## src/rtl/ysyx_22041207_if_id_buffer_pkg.sv

```systemverilog
// ============================================================================
// Module  : ysyx_22041207_if_id_buffer_pkg
// Brief   : Shared constants, state encoding and helpers for the IF/ID buffer.
// Revision: 1.0 - initial release
// ============================================================================
`default_nettype none

package ysyx_22041207_if_id_buffer_pkg;

  localparam int          PC_W_DEF   = 64;
  localparam int          INST_W_DEF = 32;
  localparam logic [31:0] NOP_INST   = 32'h0000_0013;  // addi x0,x0,0

  typedef enum logic [1:0] {
    BUF_EMPTY = 2'd0,
    BUF_ONE   = 2'd1,
    BUF_FULL  = 2'd2
  } buf_state_e;

  function automatic logic [1:0] occupancy(input buf_state_e state);
    case (state)
      BUF_ONE:  occupancy = 2'd1;
      BUF_FULL: occupancy = 2'd2;
      default:  occupancy = 2'd0;
    endcase
  endfunction

endpackage

`default_nettype wire

```

## src/rtl/ysyx_22041207_sat_cnt.sv

```systemverilog
// ============================================================================
// Module  : ysyx_22041207_sat_cnt
// Brief   : Saturating up-counter with a 2-bit increment per cycle.
// Revision: 1.0 - initial release
// ============================================================================
`default_nettype none

module ysyx_22041207_sat_cnt #(
  parameter int               WIDTH = 32,
  parameter logic [WIDTH-1:0] INIT  = '0
) (
  input  logic             clk,
  input  logic             rst_n,
  input  logic [1:0]       inc,
  output logic [WIDTH-1:0] count
);

  logic [WIDTH-1:0] r_count;
  logic [WIDTH:0]   w_sum;

  assign w_sum = {1'b0, r_count} + {{(WIDTH-1){1'b0}}, inc};

  always_ff @(posedge clk or negedge rst_n) begin
    if (!rst_n) begin
      r_count <= INIT;
    end else if (w_sum[WIDTH]) begin
      r_count <= '1;
    end else begin
      r_count <= w_sum[WIDTH-1:0];
    end
  end

  assign count = r_count;

endmodule

`default_nettype wire

```

## src/rtl/ysyx_22041207_if_id_buffer.sv

```systemverilog
// ============================================================================
// Module  : ysyx_22041207_if_id_buffer
// Brief   : 2-entry elastic FIFO between fetch and decode with EX-redirect flush.
// Revision: 1.0 - initial release
// ============================================================================
`default_nettype none

module ysyx_22041207_if_id_buffer
  import ysyx_22041207_if_id_buffer_pkg::*;
#(
  parameter int                PC_W           = PC_W_DEF,
  parameter int                INST_W         = INST_W_DEF,
  parameter logic [INST_W-1:0] NOP            = INST_W'(NOP_INST),
  parameter logic [31:0]       FLUSH_CNT_INIT = 32'h0
) (
  input  logic              clk,
  input  logic              rst_n,
  input  logic              if_valid,
  input  logic [PC_W-1:0]   if_pc,
  input  logic [INST_W-1:0] if_inst,
  output logic              if_ready,
  output logic              pc_delay,
  output logic              id_valid,
  output logic [PC_W-1:0]   id_pc,
  output logic [INST_W-1:0] id_inst,
  input  logic              id_ready,
  input  logic              flush,
  output logic [31:0]       flush_cnt
);

  buf_state_e        r_state;
  buf_state_e        w_state_nxt;
  logic [PC_W-1:0]   r_pc0;
  logic [INST_W-1:0] r_inst0;
  logic [PC_W-1:0]   r_pc1;
  logic [INST_W-1:0] r_inst1;

  logic       w_push;
  logic       w_pop;
  logic       w_load_head;
  logic       w_head_from_slot1;
  logic       w_load_slot1;
  logic [1:0] w_flush_inc;

  assign if_ready = (r_state != BUF_FULL);
  assign pc_delay = ~if_ready;
  assign id_valid = (r_state != BUF_EMPTY);
  assign w_push   = if_valid & if_ready;
  assign w_pop    = id_valid & id_ready;

  always_ff @(posedge clk or negedge rst_n) begin
    if (!rst_n) begin
      r_state <= BUF_EMPTY;
    end else begin
      r_state <= w_state_nxt;
    end
  end

  // Flush overrides every transition; the same-cycle push never lands.
  always_comb begin
    w_state_nxt       = r_state;
    w_load_head       = 1'b0;
    w_head_from_slot1 = 1'b0;
    w_load_slot1      = 1'b0;
    if (flush) begin
      w_state_nxt = BUF_EMPTY;
    end else begin
      case (r_state)
        BUF_EMPTY: begin
          if (w_push) begin
            w_state_nxt = BUF_ONE;
            w_load_head = 1'b1;
          end
        end
        BUF_ONE: begin
          if (w_push && !w_pop) begin
            w_state_nxt  = BUF_FULL;
            w_load_slot1 = 1'b1;
          end else if (w_push && w_pop) begin
            w_load_head = 1'b1;
          end else if (w_pop) begin
            w_state_nxt = BUF_EMPTY;
          end
        end
        BUF_FULL: begin
          if (w_pop) begin
            w_state_nxt       = BUF_ONE;
            w_head_from_slot1 = 1'b1;
          end
        end
        default: w_state_nxt = BUF_EMPTY;
      endcase
    end
  end

  always_ff @(posedge clk or negedge rst_n) begin
    if (!rst_n) begin
      r_pc0   <= '0;
      r_inst0 <= NOP;
      r_pc1   <= '0;
      r_inst1 <= NOP;
    end else begin
      if (w_load_head) begin
        r_pc0   <= if_pc;
        r_inst0 <= if_inst;
      end else if (w_head_from_slot1) begin
        r_pc0   <= r_pc1;
        r_inst0 <= r_inst1;
      end
      if (w_load_slot1) begin
        r_pc1   <= if_pc;
        r_inst1 <= if_inst;
      end
    end
  end

  assign id_pc   = r_pc0;
  assign id_inst = id_valid ? r_inst0 : NOP;

  // A popped head was consumed, so only the remaining entries count as discarded.
  assign w_flush_inc = flush ? (occupancy(r_state) - {1'b0, w_pop}) : 2'd0;

  ysyx_22041207_sat_cnt #(
    .WIDTH (32),
    .INIT  (FLUSH_CNT_INIT)
  ) u_flush_cnt (
    .clk   (clk),
    .rst_n (rst_n),
    .inc   (w_flush_inc),
    .count (flush_cnt)
  );

endmodule

`default_nettype wire

```

## config.mk

```make
export PLATFORM = sky130hd
export DESIGN_NAME = ysyx_22041207_if_id_buffer
export DESIGN_NICKNAME = d
export VERILOG_FILES = /design/src/rtl/ysyx_22041207_if_id_buffer_pkg.sv /design/src/rtl/ysyx_22041207_sat_cnt.sv /design/src/rtl/ysyx_22041207_if_id_buffer.sv
export SDC_FILE = /design/constraint.sdc
export NUM_CORES = 1
export LEC_CHECK = 0
export CORE_ASPECT_RATIO = 2
export CORE_MARGIN = 2
export CORE_UTILIZATION = 46
export DETAILED_ROUTE_END_ITERATION = 7
export GPL_ROUTABILITY_DRIVEN = 0
export PLACE_DENSITY = 0.79
export SLEW_MARGIN = 40
export SYNTH_ARGS = -nofsm -noshare
export SYNTH_HDL_FRONTEND = slang
export SYNTH_SLANG_ARGS = --single-unit
export TNS_END_PERCENT = 10
```

## constraint.sdc

```tcl
create_clock -name clk -period 2.6 [get_ports clk]
set_input_delay 0.39 -clock clk [delete_from_list [all_inputs] [get_ports clk]]
set_output_delay 0.39 -clock clk [all_outputs]
set_load 0.05 [all_outputs]
```

==> results of run 1 <==
==> cells by family after synthesis <==
family	Yosys count	share of synthesized area
buf+inv	63	0.02937
xor+xnor	11	0.009542
flops	226	0.5609
simple gates	235	0.1201
mux	197	0.2077
fa+ha+maj	4	0.005701
compound gates	123	0.06668
==> power breakdown <==
group | total [mW] | internal (mW) | switching (mW) | leakage (nW)
clock network | 3.37 | 2.04 | 1.34 | 0.369
logic | 3.12 | 1.28 | 1.84 | 2.78
registers | 4.75 | 4.31 | 0.442 | 2.68
==> flip-flops by register name, indices dropped and copies added, names as in the netlist <==
| signal | cells |
|---|---|
| id_pc | 64 |
| r_pc1 | 64 |
| r_inst0 | 32 |
| r_inst1 | 32 |
| u_flush_cnt.count | 32 |
| r_state | 2 |
==> final timing paths <==
path	slack [ns]	endpoint	start	cells past startpoint
worst min-delay path	0.41	r_pc1[32]$_DFFE_PN0P_	rst_n	2
worst min register to register	0.51	r_inst1[12]$_DFFE_PN0P_	r_inst1[12]$_DFFE_PN0P_	1
min in group clk	0.47	r_inst0[4]$_DFFE_PN1P_	if_inst[4]	3
worst max register to register	0.02	u_flush_cnt.count[18]$_DFF_PN0_	r_state[1]$_DFFE_PN0P_	10
max in group asynchronous	1.34	r_inst0[17]$_DFFE_PN0P_	rst_n	3
worst max-delay path	0.02	u_flush_cnt.count[18]$_DFF_PN0_	r_state[1]$_DFFE_PN0P_	10
==> cells in the mapped netlist, types with 2 or more instances <==
library cell    n
a21oi_1        98
a41oi_1         2
and4_1          4
buf_1           3
buf_2          12
buf_4           6
buf_6           3
clkbuf_1       29
dfrtp_1       220
dfstp_2         6
ha_1            3
inv_1          10
mux2_2         99
mux2i_1        97
nand2_1        23
nand2b_1        6
nand3_1        22
nand3b_1        2
nand4_1         8
nand4_2         2
nand4b_1        3
nor2_1        103
nor2b_1        31
nor3_1          3
nor3b_1         3
nor4_1          4
nor4_2          2
o21ai_0         6
o31ai_1        10
o41ai_1         3
or2_2           3
or4_1          11
xnor2_1         6
xor2_1          5
==> metal layers <==
| metal | up-vias | wire, um |
|---|---|---|
| met1 | 3686 | 8828 |
| met2 | 221 | 13540 |
| li1 | 3498 | - |
| met3 | 65 | 1328 |
| met5 | - | 0 |
| met4 | 0 | 1153 |
==> worst register-to-register path, stage by stage (launching register included) <==
cell and delay, ns:
dfrtp_2 0.43, nand2b_1 0.16, ha_1 0.30, nor2b_2 0.16
ha_2 0.22, inv_2 0.04, fa_2 0.36, nand2b_4 0.21
buf_12 0.16, or4_4 0.42, nand3_2 0.08
==> repair_timing <==
item,in CTS,in global routing
pin swaps,4,2
hold buffers,1,0
buffers inserted,1,0
endpoints found under the hold margin,56,0
resized for setup,35,10
setup endpoints to repair,38,33
==> area by class of cell <==
type                       count  share of cell area
sequential                   226              0.4113
clock buffer                  24             0.04042
multi-input combinational    570              0.3096
antenna                        2           0.0003633
tap                          273             0.02480
inverter                      10            0.002997
clock inverter                13             0.01417
timing repair buffer         268              0.1964
==> metrics by stage <==
step | hold WS (ns) | utilization | total power, mW | worst slack [ns] | cell area, um2
floorplan | 0.09441 | - | 6.755 | -0.08495 | 10150
global placement | 0.3509 | 0.6010 | 7.877 | -0.5242 | 12970
detailed placement | 0.3576 | 0.6010 | 7.996 | -0.5423 | 12970
CTS | 0.4180 | 0.6361 | 11.36 | -0.01141 | 13730
global route | 0.4516 | 0.6381 | 11.74 | -0.09194 | 13770
finish | 0.4140 | 0.6382 | 11.24 | 0.01966 | 13780
==> results.tsv, run 1 <==
metric	value	unit
worst-case clock buffer depth	3	
clk slew on worst S/H paths	0.07	ns
Std-Cell Core Area	0.02159	mm2
Mapped Area	0.01010	mm2
Seq/Total Area, Yosys	0.5609	
Max-Cap Viols	0	
Bufs and invs on worst path	2	
H-tree depth	1	
drt first-iter violations	350	
area of the multi-input gates	0.004265	mm2
number of buffers created by CTS	21	
Critical Path Max Stage Delay	0.43	ns
synthesized netlist cell count	859	
first-pass GRT wire length	38910	um
GRT Max-Usage Layer	met2	
total track usage	0.2125	
TritonCTS clock tree	built	
Syn Area/Cell	11.75	um2
minimum clock period	2.580	ns
antenna-violating nets left	0	
Final Max Tran Viols	0	
Worst EP required	3.03	ns
asr flop ratio synth	1.000	
Cell Pwr Density	816.0	mW/mm2
post-synth top area cell	dfrtp_1	
Worst-Skew Late Latency	0.50	ns
GR met3 Demand/Resource	0.03799	
vias in the first global route	7740	
crit-path max FO	6	
largest net degree at the start of global routing	101	
drt pass-1 iters	4	
post-DR wirelength/cell	17.93	um
Max Clock Skew	0.01055	ns
Setup CP Type	flop to flop	
Hold Path Class	primary input to async pin	
Rel. slew slack	0.5614	
Finished Layout Cells	1386	
width of the die	108.8	um
FMAX	387.5	MHz
layout cell share with drive strength beyond 1	0.1935	
fin crit share	0.9924	
vias per inst	5.390	
number of fill cells in the layout	1719	
TritonCTS Sinks	226	
Worst Max-Slew Pin Slew	0.6561	ns
cell row count	76	
WL final	24850	um
Synth Warn #	0	
crit path capture type	flop	
Port Buf Inserts	231	
DIE HEIGHT	213.5	um
Die ar.	0.02322	mm2
syn nets	964	
final setup TNS	0	ns
most common cell after layout, fill and taps aside	dfrtp_1	
delay-heaviest family, CP	simple AND/OR/NAND/NOR gates	
routed vias	7470	
FF+latch area	0.005665	mm2
outcome	completed	
slowest CP cell	dfrtp_2	
Distinct cells, synth	45	
CP cell instances	nand2b_1 -> ha_1 -> nor2b_2 -> ha_2 -> inv_2 -> fa_2 -> nand2b_4 -> buf_12 -> or4_4 -> nand3_2	
Pleak	5.830	nW
Area Overhead vs Synth	36.45	%
VDD IR max	0.6542	mV
Root Buffer	clkbuf_16	
placed cell count	1345	
post-synthesis register bit count	226	
grt ovf	0	
GR met2 Demand/Resource	0.3920	
number of flops mapped to enable cells by yosys	0	
HPWL after detailed placement	17110	um
most used flip-flop cell after synthesis	dfrtp_1	
leading post-synthesis cells by cell area	dfrtp_1 (55%), mux2_2 (11%), mux2i_1 (9.6%)	
initial core utilization	0.4677	
Synth top area share	0.5453	
Fin. Hold Viols	0	
unrepaired setup endpoints after global routing	true	
# nets final	1202	
# DRC	0	
setup violators final	0	
CP Data Arrival Time	3.01	ns
# IOs	232	
antenna violations before repair	1	
met1 Use GR	0.2285	
Critical Path Source Type	flop	
commonest cells after routing, fill and taps aside	dfrtp_1 (218), clkdlybuf4s50_1 (196), nor2_1 (102)	
(Power assumes the default switching activity.)
==> run 2: changes to the inputs <==
--- a/config.mk
+++ b/config.mk
@@ -8,6 +8,7 @@
 export CORE_ASPECT_RATIO = 2
 export CORE_MARGIN = 2
 export CORE_UTILIZATION = 46
+export CTS_CLUSTER_DIAMETER = 80
 export DETAILED_ROUTE_END_ITERATION = 7
 export GPL_ROUTABILITY_DRIVEN = 0
 export PLACE_DENSITY = 0.79
==> results of run 2 <==
The final DEF is identical to that of run 1; final timing and power are the same.
